==> config.mk <==
export PLATFORM = sky130hd
export DESIGN_NAME = urisc_seq_ctrl_flat
export DESIGN_NICKNAME = d
export VERILOG_FILES = /design/src/rtl/urisc_seq_ctrl_pkg.sv /design/src/rtl/urisc_seq_ctrl_if.sv /design/src/rtl/urisc_seq_ctrl_alu.sv /design/src/rtl/urisc_seq_ctrl.sv /design/src/flat_wrapper.sv
export SDC_FILE = /design/constraint.sdc
export NUM_CORES = 1
export LEC_CHECK = 0
export ABC_AREA = 0
export CAP_MARGIN = 25
export CELL_PAD_IN_SITES_DETAIL_PLACEMENT = 0
export CELL_PAD_IN_SITES_GLOBAL_PLACEMENT = 1
export CORE_AREA = 8 8 221 223
export CTS_CLUSTER_SIZE = 30
export DETAILED_ROUTE_END_ITERATION = 8
export DIE_AREA = 0 0 229 231
export HOLD_SLACK_MARGIN = 0.03
export PLACE_DENSITY_LB_ADDON = 0.1
export REMOVE_ABC_BUFFERS = 1
export SLEW_MARGIN = 20
export SYNTH_ARGS = -nofsm -noshare
export SYNTH_HDL_FRONTEND = slang
export SYNTH_SLANG_ARGS = --single-unit
==> constraint.sdc <==
create_clock -name clk -period 3.5 [get_ports clk]
set_input_delay 0.7 -clock clk [delete_from_list [all_inputs] [get_ports clk]]
set_output_delay 0.7 -clock clk [all_outputs]
set_load 0.005 [all_outputs]
==> src/rtl/urisc_seq_ctrl_pkg.sv <==
// Shared URISC constants: word/address sizes, memory depth, instruction field
// bounds and the sequencer state encoding.
package urisc_seq_ctrl_pkg;

  localparam int WORD_SIZE = 64;
  localparam int A_s       = 20;
  localparam int MEM_SIZE  = 36;

  localparam logic [A_s-1:0] HALT_ADDR = {A_s{1'b1}};

  // Instruction word layout; bits above C_UB are don't-care.
  localparam int A_LB = 0;
  localparam int A_UB = 19;
  localparam int B_LB = 20;
  localparam int B_UB = 39;
  localparam int C_LB = 40;
  localparam int C_UB = 59;

  typedef enum logic [2:0] {
    IDLE,
    FETCH,
    RD_A,
    RD_B,
    EXEC,
    WR_B,
    HALT,
    FAULT
  } ctrl_state_t;

endpackage

==> src/rtl/urisc_seq_ctrl_if.sv <==
// Single-port memory req/ack bus between the sequencer (master) and memory (slave).
interface urisc_seq_ctrl_if
  import urisc_seq_ctrl_pkg::*;
#(
  parameter int WORD_W = WORD_SIZE,
  parameter int ADDR_W = A_s
);

  logic              mem_req;
  logic              mem_we;
  logic [ADDR_W-1:0] mem_addr;
  logic [WORD_W-1:0] mem_wdata;
  logic [WORD_W-1:0] mem_rdata;
  logic              mem_ack;

  modport master (
    output mem_req, mem_we, mem_addr, mem_wdata,
    input  mem_rdata, mem_ack
  );

  modport slave (
    input  mem_req, mem_we, mem_addr, mem_wdata,
    output mem_rdata, mem_ack
  );

endinterface

==> src/rtl/urisc_seq_ctrl_alu.sv <==
// Subleq datapath: res = opb - opa with two's-complement wrap; leq flags res <= 0.
module urisc_subleq_alu
  import urisc_seq_ctrl_pkg::*;
#(
  parameter int WORD_W = WORD_SIZE
) (
  input  logic signed [WORD_W-1:0] i_opa,
  input  logic signed [WORD_W-1:0] i_opb,
  output logic signed [WORD_W-1:0] o_res,
  output logic                     o_leq
);

  assign o_res = i_opb - i_opa;
  assign o_leq = (o_res == '0) || o_res[WORD_W-1];

endmodule

==> src/rtl/urisc_seq_ctrl.sv <==
// Multicycle subleq sequencer: fetch, read A, read B, subtract, write B, branch.
// All memory traffic goes through one req/ack port with registered controls.
module urisc_seq_ctrl
  import urisc_seq_ctrl_pkg::*;
#(
  parameter int WORD_W    = WORD_SIZE,
  parameter int ADDR_W    = A_s,
  parameter int MEM_DEPTH = MEM_SIZE
) (
  input  logic               clk,
  input  logic               reset_n,
  input  logic               start,
  input  logic [ADDR_W-1:0]  start_pc,
  urisc_seq_ctrl_if.master   mem,
  output logic               busy,
  output logic               halted,
  output logic               fault,
  output logic [ADDR_W-1:0]  fault_addr,
  output logic [ADDR_W-1:0]  pc,
  output logic [31:0]        retired
);

  ctrl_state_t              r_state;
  logic                     r_req;
  logic                     r_we;
  logic [ADDR_W-1:0]        r_addr;
  logic [WORD_W-1:0]        r_wdata;
  logic [ADDR_W-1:0]        r_pc;
  logic [ADDR_W-1:0]        r_b;
  logic [ADDR_W-1:0]        r_c;
  logic signed [WORD_W-1:0] r_opa;
  logic signed [WORD_W-1:0] r_opb;
  logic                     r_leq;
  logic                     r_busy;
  logic                     r_halted;
  logic                     r_fault;
  logic [ADDR_W-1:0]        r_fault_addr;
  logic [31:0]              r_retired;

  logic [ADDR_W-1:0]        w_fa;
  logic [ADDR_W-1:0]        w_fb;
  logic [ADDR_W-1:0]        w_fc;
  logic [ADDR_W-1:0]        w_next_pc;
  logic signed [WORD_W-1:0] w_res;
  logic                     w_leq;
  logic                     w_mem_state;

  function automatic logic addr_ok(input logic [ADDR_W-1:0] a);
    return a < ADDR_W'(MEM_DEPTH);
  endfunction

  assign w_fa        = mem.mem_rdata[A_UB:A_LB];
  assign w_fb        = mem.mem_rdata[B_UB:B_LB];
  assign w_fc        = mem.mem_rdata[C_UB:C_LB];
  assign w_next_pc   = r_leq ? r_c : r_pc + ADDR_W'(1);
  assign w_mem_state = (r_state == FETCH) || (r_state == RD_A) ||
                       (r_state == RD_B)  || (r_state == WR_B);

  urisc_subleq_alu #(.WORD_W(WORD_W)) u_alu (
    .i_opa (r_opa),
    .i_opb (r_opb),
    .o_res (w_res),
    .o_leq (w_leq)
  );

  // Controls for the next memory state are set on the edge that enters it, so
  // an out-of-range address never raises mem_req and the state then faults.
  always_ff @(posedge clk or negedge reset_n) begin
    if (!reset_n) begin
      r_state      <= IDLE;
      r_req        <= 1'b0;
      r_we         <= 1'b0;
      r_addr       <= '0;
      r_wdata      <= '0;
      r_pc         <= '0;
      r_b          <= '0;
      r_c          <= '0;
      r_opa        <= '0;
      r_opb        <= '0;
      r_leq        <= 1'b0;
      r_busy       <= 1'b0;
      r_halted     <= 1'b0;
      r_fault      <= 1'b0;
      r_fault_addr <= '0;
      r_retired    <= '0;
    end else if (w_mem_state && !r_req) begin
      r_state      <= FAULT;
      r_we         <= 1'b0;
      r_busy       <= 1'b0;
      r_fault      <= 1'b1;
      r_fault_addr <= r_addr;
    end else begin
      case (r_state)
        IDLE, HALT, FAULT: begin
          if (start) begin
            r_state      <= FETCH;
            r_pc         <= start_pc;
            r_addr       <= start_pc;
            r_we         <= 1'b0;
            r_req        <= addr_ok(start_pc);
            r_busy       <= 1'b1;
            r_halted     <= 1'b0;
            r_fault      <= 1'b0;
            r_fault_addr <= '0;
          end
        end
        FETCH: begin
          if (mem.mem_ack) begin
            r_b     <= w_fb;
            r_c     <= w_fc;
            r_state <= RD_A;
            r_addr  <= w_fa;
            r_req   <= addr_ok(w_fa);
          end
        end
        RD_A: begin
          if (mem.mem_ack) begin
            r_opa   <= mem.mem_rdata;
            r_state <= RD_B;
            r_addr  <= r_b;
            r_req   <= addr_ok(r_b);
          end
        end
        RD_B: begin
          if (mem.mem_ack) begin
            r_opb   <= mem.mem_rdata;
            r_state <= EXEC;
            r_req   <= 1'b0;
          end
        end
        EXEC: begin
          r_wdata <= w_res;
          r_leq   <= w_leq;
          r_state <= WR_B;
          r_addr  <= r_b;
          r_we    <= 1'b1;
          r_req   <= addr_ok(r_b);
        end
        WR_B: begin
          if (mem.mem_ack) begin
            r_retired <= r_retired + 32'd1;
            r_we      <= 1'b0;
            if (r_leq && (r_c == HALT_ADDR)) begin
              r_state  <= HALT;
              r_req    <= 1'b0;
              r_busy   <= 1'b0;
              r_halted <= 1'b1;
            end else begin
              r_state <= FETCH;
              r_pc    <= w_next_pc;
              r_addr  <= w_next_pc;
              r_req   <= addr_ok(w_next_pc);
            end
          end
        end
        default: begin
          r_state <= IDLE;
          r_req   <= 1'b0;
          r_we    <= 1'b0;
          r_busy  <= 1'b0;
        end
      endcase
    end
  end

  assign mem.mem_req   = r_req;
  assign mem.mem_we    = r_we;
  assign mem.mem_addr  = r_addr;
  assign mem.mem_wdata = r_wdata;

  assign busy       = r_busy;
  assign halted     = r_halted;
  assign fault      = r_fault;
  assign fault_addr = r_fault_addr;
  assign pc         = r_pc;
  assign retired    = r_retired;

endmodule

==> src/flat_wrapper.sv <==
// flat-port wrapper written by rule: the top's interface ports become plain ports
module urisc_seq_ctrl_flat import urisc_seq_ctrl_pkg::*;
#(
  parameter int WORD_W    = WORD_SIZE,
  parameter int ADDR_W    = A_s,
  parameter int MEM_DEPTH = MEM_SIZE
)
  (clk, reset_n, start, start_pc, busy, halted, fault, fault_addr, pc, retired, mem_mem_req, mem_mem_we, mem_mem_addr, mem_mem_wdata, mem_mem_rdata, mem_mem_ack);
  urisc_seq_ctrl_if #(.WORD_W(WORD_W), .ADDR_W(ADDR_W)) mem_i ();
  input  logic clk;
  input  logic reset_n;
  input  logic start;
  input  logic [ADDR_W-1:0] start_pc;
  output logic busy;
  output logic halted;
  output logic fault;
  output logic [ADDR_W-1:0] fault_addr;
  output logic [ADDR_W-1:0] pc;
  output logic [31:0] retired;
  output wire logic [$bits(mem_i.mem_req)-1:0] mem_mem_req;
  output wire logic [$bits(mem_i.mem_we)-1:0] mem_mem_we;
  output wire logic [$bits(mem_i.mem_addr)-1:0] mem_mem_addr;
  output wire logic [$bits(mem_i.mem_wdata)-1:0] mem_mem_wdata;
  input wire logic [$bits(mem_i.mem_rdata)-1:0] mem_mem_rdata;
  input wire logic [$bits(mem_i.mem_ack)-1:0] mem_mem_ack;
  assign mem_mem_req = mem_i.mem_req;
  assign mem_mem_we = mem_i.mem_we;
  assign mem_mem_addr = mem_i.mem_addr;
  assign mem_mem_wdata = mem_i.mem_wdata;
  assign mem_i.mem_rdata = mem_mem_rdata;
  assign mem_i.mem_ack = mem_mem_ack;
  urisc_seq_ctrl #(.WORD_W(WORD_W), .ADDR_W(ADDR_W), .MEM_DEPTH(MEM_DEPTH)) u_core (.clk(clk), .reset_n(reset_n), .start(start), .start_pc(start_pc), .mem(mem_i), .busy(busy), .halted(halted), .fault(fault), .fault_addr(fault_addr), .pc(pc), .retired(retired));
endmodule
# After elaboration in Yosys (flattened, before gate mapping)
# Index checks and enable logic that the tools add are counted.
# totals
output_inout_bits	161
regBits	333
wordCells	113
# classes
n_reduce_logical	29
n_bitwise	1
n_lt_le_gt_ge	4
mux	39
add_sub_neg	3
n_eq_ne	21
# op_table
operator	count
2-to-1 mux 20 bit	9
one-hot mux 20 bit (5 select lines)	1
< comparator 20 x 6 -> 1 bit (second input constant)	4
logical NOT 64 bit	1
subtractor 64 bit	1
one-hot mux 20 bit (2 select lines)	1
adder 32 x 1 -> 32 bit (second input constant)	1
2-to-1 mux 3 bit	7
adder 20 x 1 -> 20 bit (second input constant)	1
== test 20 bit (second input constant)	1
one-hot mux 3 bit (6 select lines)	1
2-to-1 mux 1 bit	16
inequality test 3 bit (second input constant)	5
AND reduction 3 bit	5
AND reduction 5 bit	3
inequality test 2 bit (second input constant)	7
== test 3 bit (second input constant)	4
AND reduction 7 bit	1
== test 3 x 2 -> 1 bit (second input constant)	2
one-hot mux 1 bit (6 select lines)	1
AND reduction 6 bit	1
nonzero test 2 bit	3
nonzero test 5 bit	1
logical OR 1 bit	4
other kinds (13)	16

# Depth between registers and ports, before layout
# depth
word_depth	7
depth_mapped	15
mapped_depth_nobuf	14

# Hierarchy
# Synthesis repeated with hierarchy kept, for this count alone.
# hier_totals
hier_cells	1938
hier_area_um2	19622.6
# modules_own_cells
mod	area_per_inst_um2	cells_per_inst	instances
urisc_seq_ctrl	14739.1	1197	1
urisc_subleq_alu	4883.4	741	1

# Least setup slack after synthesis
# Ideal clock, no wire load.
# synth_timing
kind	reg-to-reg
start	register u_core.r_opb[0]
end	register u_core.r_leq
t_required_ns	3.420
t_arrival_ns	2.975
stages_incl_launch_ff	15
setup_ns	0.080
slack_ns	0.445
n_path_buf	0
cell_sequence	dfrtp_1 -> inv_1 -> ha_1 -> fa_1 -> nand2b_1 -> a21oi_2 -> o21a_1 -> or4_4 -> and2_1 -> xnor2_1 -> nand3_1 -> or4b_4 -> nor4_4 -> nand4_1 -> o211ai_2
# synth_via
elab_chain_cells	3
# synth_lines
item	line_no	rtl
start, declared	urisc_seq_ctrl.sv:32	logic signed [WORD_W-1:0] r_opb;
start signal, assigned	urisc_seq_ctrl.sv:126	r_opb <= mem.mem_rdata;
subtractor 64 bit (*)	urisc_seq_ctrl_alu.sv:13	assign o_res = i_opb - i_opa;
logical NOT 64 bit	urisc_seq_ctrl_alu.sv:14	assign o_leq = (o_res == '0) || o_res[WORD_W-1];
logical OR 1 bit (*)	urisc_seq_ctrl_alu.sv:14	
end signal, assigned	urisc_seq_ctrl.sv:133	r_leq <= w_leq;
end, declared	urisc_seq_ctrl.sv:33	logic r_leq;
# Mark *: on every way between the ends. The rest lies on a longest branch, timed or not.
# A chain may end at the register's enable or synchronous reset.

# Final worst setup path
# layout_timing
start	register u_core.r_opb[22]
end	register u_core.r_leq
# Same word-level chain as after synthesis.

==> impl_metrics.yaml <==
run_status:
  status: "complete, but fails checks"
  violations: "negative setup slack"
clock_network:
  clock_latency_ps: 560
  clock-sinks: 333
  ctsHoldBuffers: 0
  cts_root_buf: "clkbuf_16"
  clk_path_buf_depth: 3
  numCtsBuffers: 39
  path_clk_slew_ps: 60
  cts_tree: "yes"
  htree_levels: 2
global_routing:
  grt_pass1_vias: 17200
  antenna_found_initial: 1
  grt_pass1_wl_um: 102000
  gr-total-overflow: 0
  track_usage_pct: 24.2
  use_met1_pct: 33.6
  grt_max_degree: 100
  gr-usage-met3_pct: 3.84
  use_met2_pct: 39.8
  grt_most_used_layer: "met2"
synth:
  syn_area_um2: 19200
  synth_edf_count: 0
  synthTopCellsByArea: "dfrtp_1 43%, mux2_2 6.8%, nand2_1 5.7%, o21ai_0 4.9%, ha_1 4.3%"
  netlist_instances: 2052
  avgSynthCellArea_um2: 9.35
  synth-seq-area-share_pct: 43.4
  yosys.area.top_type: "dfrtp_1"
  ys_warn_count: 0
  synth.distinct_cells: 98
  synth_common_cells: "333 x dfrtp_1, 293 x nand2_1, 188 x o21ai_0"
  ys.flop_type: "dfrtp_1"
  synth.most_common_cell: "dfrtp_1"
  synth_top_area_share_pct: 43.4
  synth_seq_cells: 333
  async_flop_share_pct: 100
sta:
  hold_viol_final: 0
  relSlewSlack_pct: 37.7
  fin_skew_ps: 24.3
  finalWorstSetupSlack_ps: -138
  report.final.slew_viol_count: 0
  setup_tns_ps: -138
  max_freq_mhz: 275
  period_needed_ps: 3640
  period_share_pct: 104
  rsz0062_at_grt: "true"
  report.final.setup_viol: 1
  tightest_slew_ps: 934
  timing.hold.ws_ps: 104
placement:
  placed_area_um2: 23700
  dp_hpwl_um: 51200
  gp_congestion: 0.937
  io_buffer_count: 248
route:
  route.detailed.drc: 0
  totalWireLength_um: 65900
  num_vias: 17300
  via_per_inst: 5.60
  drtIter0Drc: 1319
  final_antenna_net_count: 0
  wl_per_cell_um: 21.3
  drt-pass1-iter-count: 8
floorplan:
  core_um2: 45100
  rows: 78
  start_util_pct: 42.6
  io_pins: 249
  dieArea_um2: 52900
  die_h_um: 231
  die-width_um: 229
critical_path:
  required_ps: 3970
  criticalPathCategory: "register to register"
  cp-end-kind: "register"
  critPathLaunchType: "register"
  crit_arrival_ps: 4110
  path_max_fanout: 3
finish:
  syn2layout_area_growth_pct: 33.1
  final_nets: 2624
  finalInstanceArea_um2: 25500
  drive_above_1_share_pct: 21.3
  final_util_pct: 56.7
power_and_ir_drop:
  power_density_nw_per_um2: 574
  ir_drop_v: 0.000544
  leakagePower_nw: 11.7
  total_power_mw: 14.7
worst_hold_path:
  hold_class: "primary input to async pin"
flow_run:
  max-cap-violations: 0
==> metal layers <==
metal | vias up | share of wire [%]
li1 | 8214 | -
met1 | 8592 | 45
met2 | 467 | 47
met3 | 72 | 5.8
met4 | 0 | 1.7
met5 | - | 0
==> registers in the layout, indices dropped and copies added, names as in the netlist, 3 cells and up <==
register,count
u_core.fault_addr,20
u_core.mem.mem_addr,20
u_core.mem.mem_wdata,64
u_core.pc,20
u_core.r_b,20
u_core.r_c,20
u_core.r_opa,64
u_core.r_opb,64
u_core.r_state,3
u_core.retired,32
==> layout make-up <==
class	count	area, µm²
diodes	1	2.50
clock buffers	55	1130
clock inverters	15	163
fillers	4130	19500
inverters	81	304
multi-input cells	1527	10500
flip-flops and latches	333	8330
well taps	600	751
repair buffers	487	4370
==> worst max-delay path, stage by stage (launching register included) <==
cell and delay [ps]:
dfrtp_1 380, ha_1 330, a21oi_1 260, o21a_1 180
o221ai_2 110, or2_1 250, buf_4 140, or4_1 460
nand3_1 110, nand4_1 100, or4b_4 550, nor4_4 420
nand4_1 170, o211ai_2 90
==> cells by family (layout without fill, tap and decap cells) <==
group	after synthesis	after routing	share of synthesized area [%]
and+or+nand+nor	641	641	15.7
adders and majority gates	68	68	4.46
DFF	333	333	43.4
other	0	1	0
xor gates and xnor gates	88	88	4.02
muxes	149	149	8.53
buffers and inverters	192	638	4.19
AOI/OAI and AO/OA	581	581	19.6
==> cell usage in the layout (no fill, tap or decap), types with 23 or more instances in the layout <==
cell,count
a21o_1,37
a21oi_1,108
a22o_1,32
a22oi_1,23
buf_4,230
clkbuf_16,39
clkdlybuf4s50_1,247
dfrtp_1,332
ha_1,49
inv_1,77
mux2_2,116
mux2i_1,33
nand2_1,290
nand3_1,43
nand4_1,40
nor2_1,120
o21ai_0,180
xnor2_1,48
xor2_1,35
==> repair_timing <==
action / in CTS / in global routing
hold endpoints to repair: 0 / 0
pin swaps: 30 / 17
buffers inserted: 15 / 7
endpoints found under the setup margin: 3 / 2
resized for setup: 55 / 28
==> power breakdown <==
| part | internal (mW) | switching [mW] | leakage, nW | total (mW) |
|---|---|---|---|---|
| logic | 2.56 | 2.83 | 6.91 | 5.39 |
| registers | 4.53 | 0.621 | 4.17 | 5.15 |
| clock network | 2.46 | 1.66 | 0.636 | 4.13 |
| total | 9.56 | 5.11 | 11.7 | 14.7 |
==> per-stage QoR <==
step,std cells,setup WS (ps)
6_report,3099,-138
3_5_place_dp,3005,-332
2_1_floorplan,1941,-6700
5_1_grt,3099,-266
3_3_place_gp,3005,-208
4_1_cts,3090,2.30
==> path summary, 6_finish.rpt <==
kind                            cells after the start                from  slack [ps]                     to
worst min register to register                      1  u_core.retired[31]         470     u_core.retired[31]
worst min-delay path                                1             reset_n         100       u_core.r_opb[28]
worst max register to register                     13    u_core.r_opb[22]        -140           u_core.r_leq
max in group asynchronous                           2             reset_n        2470  u_core.fault_addr[19]
min in group clk                                    1  u_core.retired[31]         470     u_core.retired[31]
worst max-delay path                               13    u_core.r_opb[22]        -140           u_core.r_leq
Note: power is estimated with default switching activity, not from simulation.
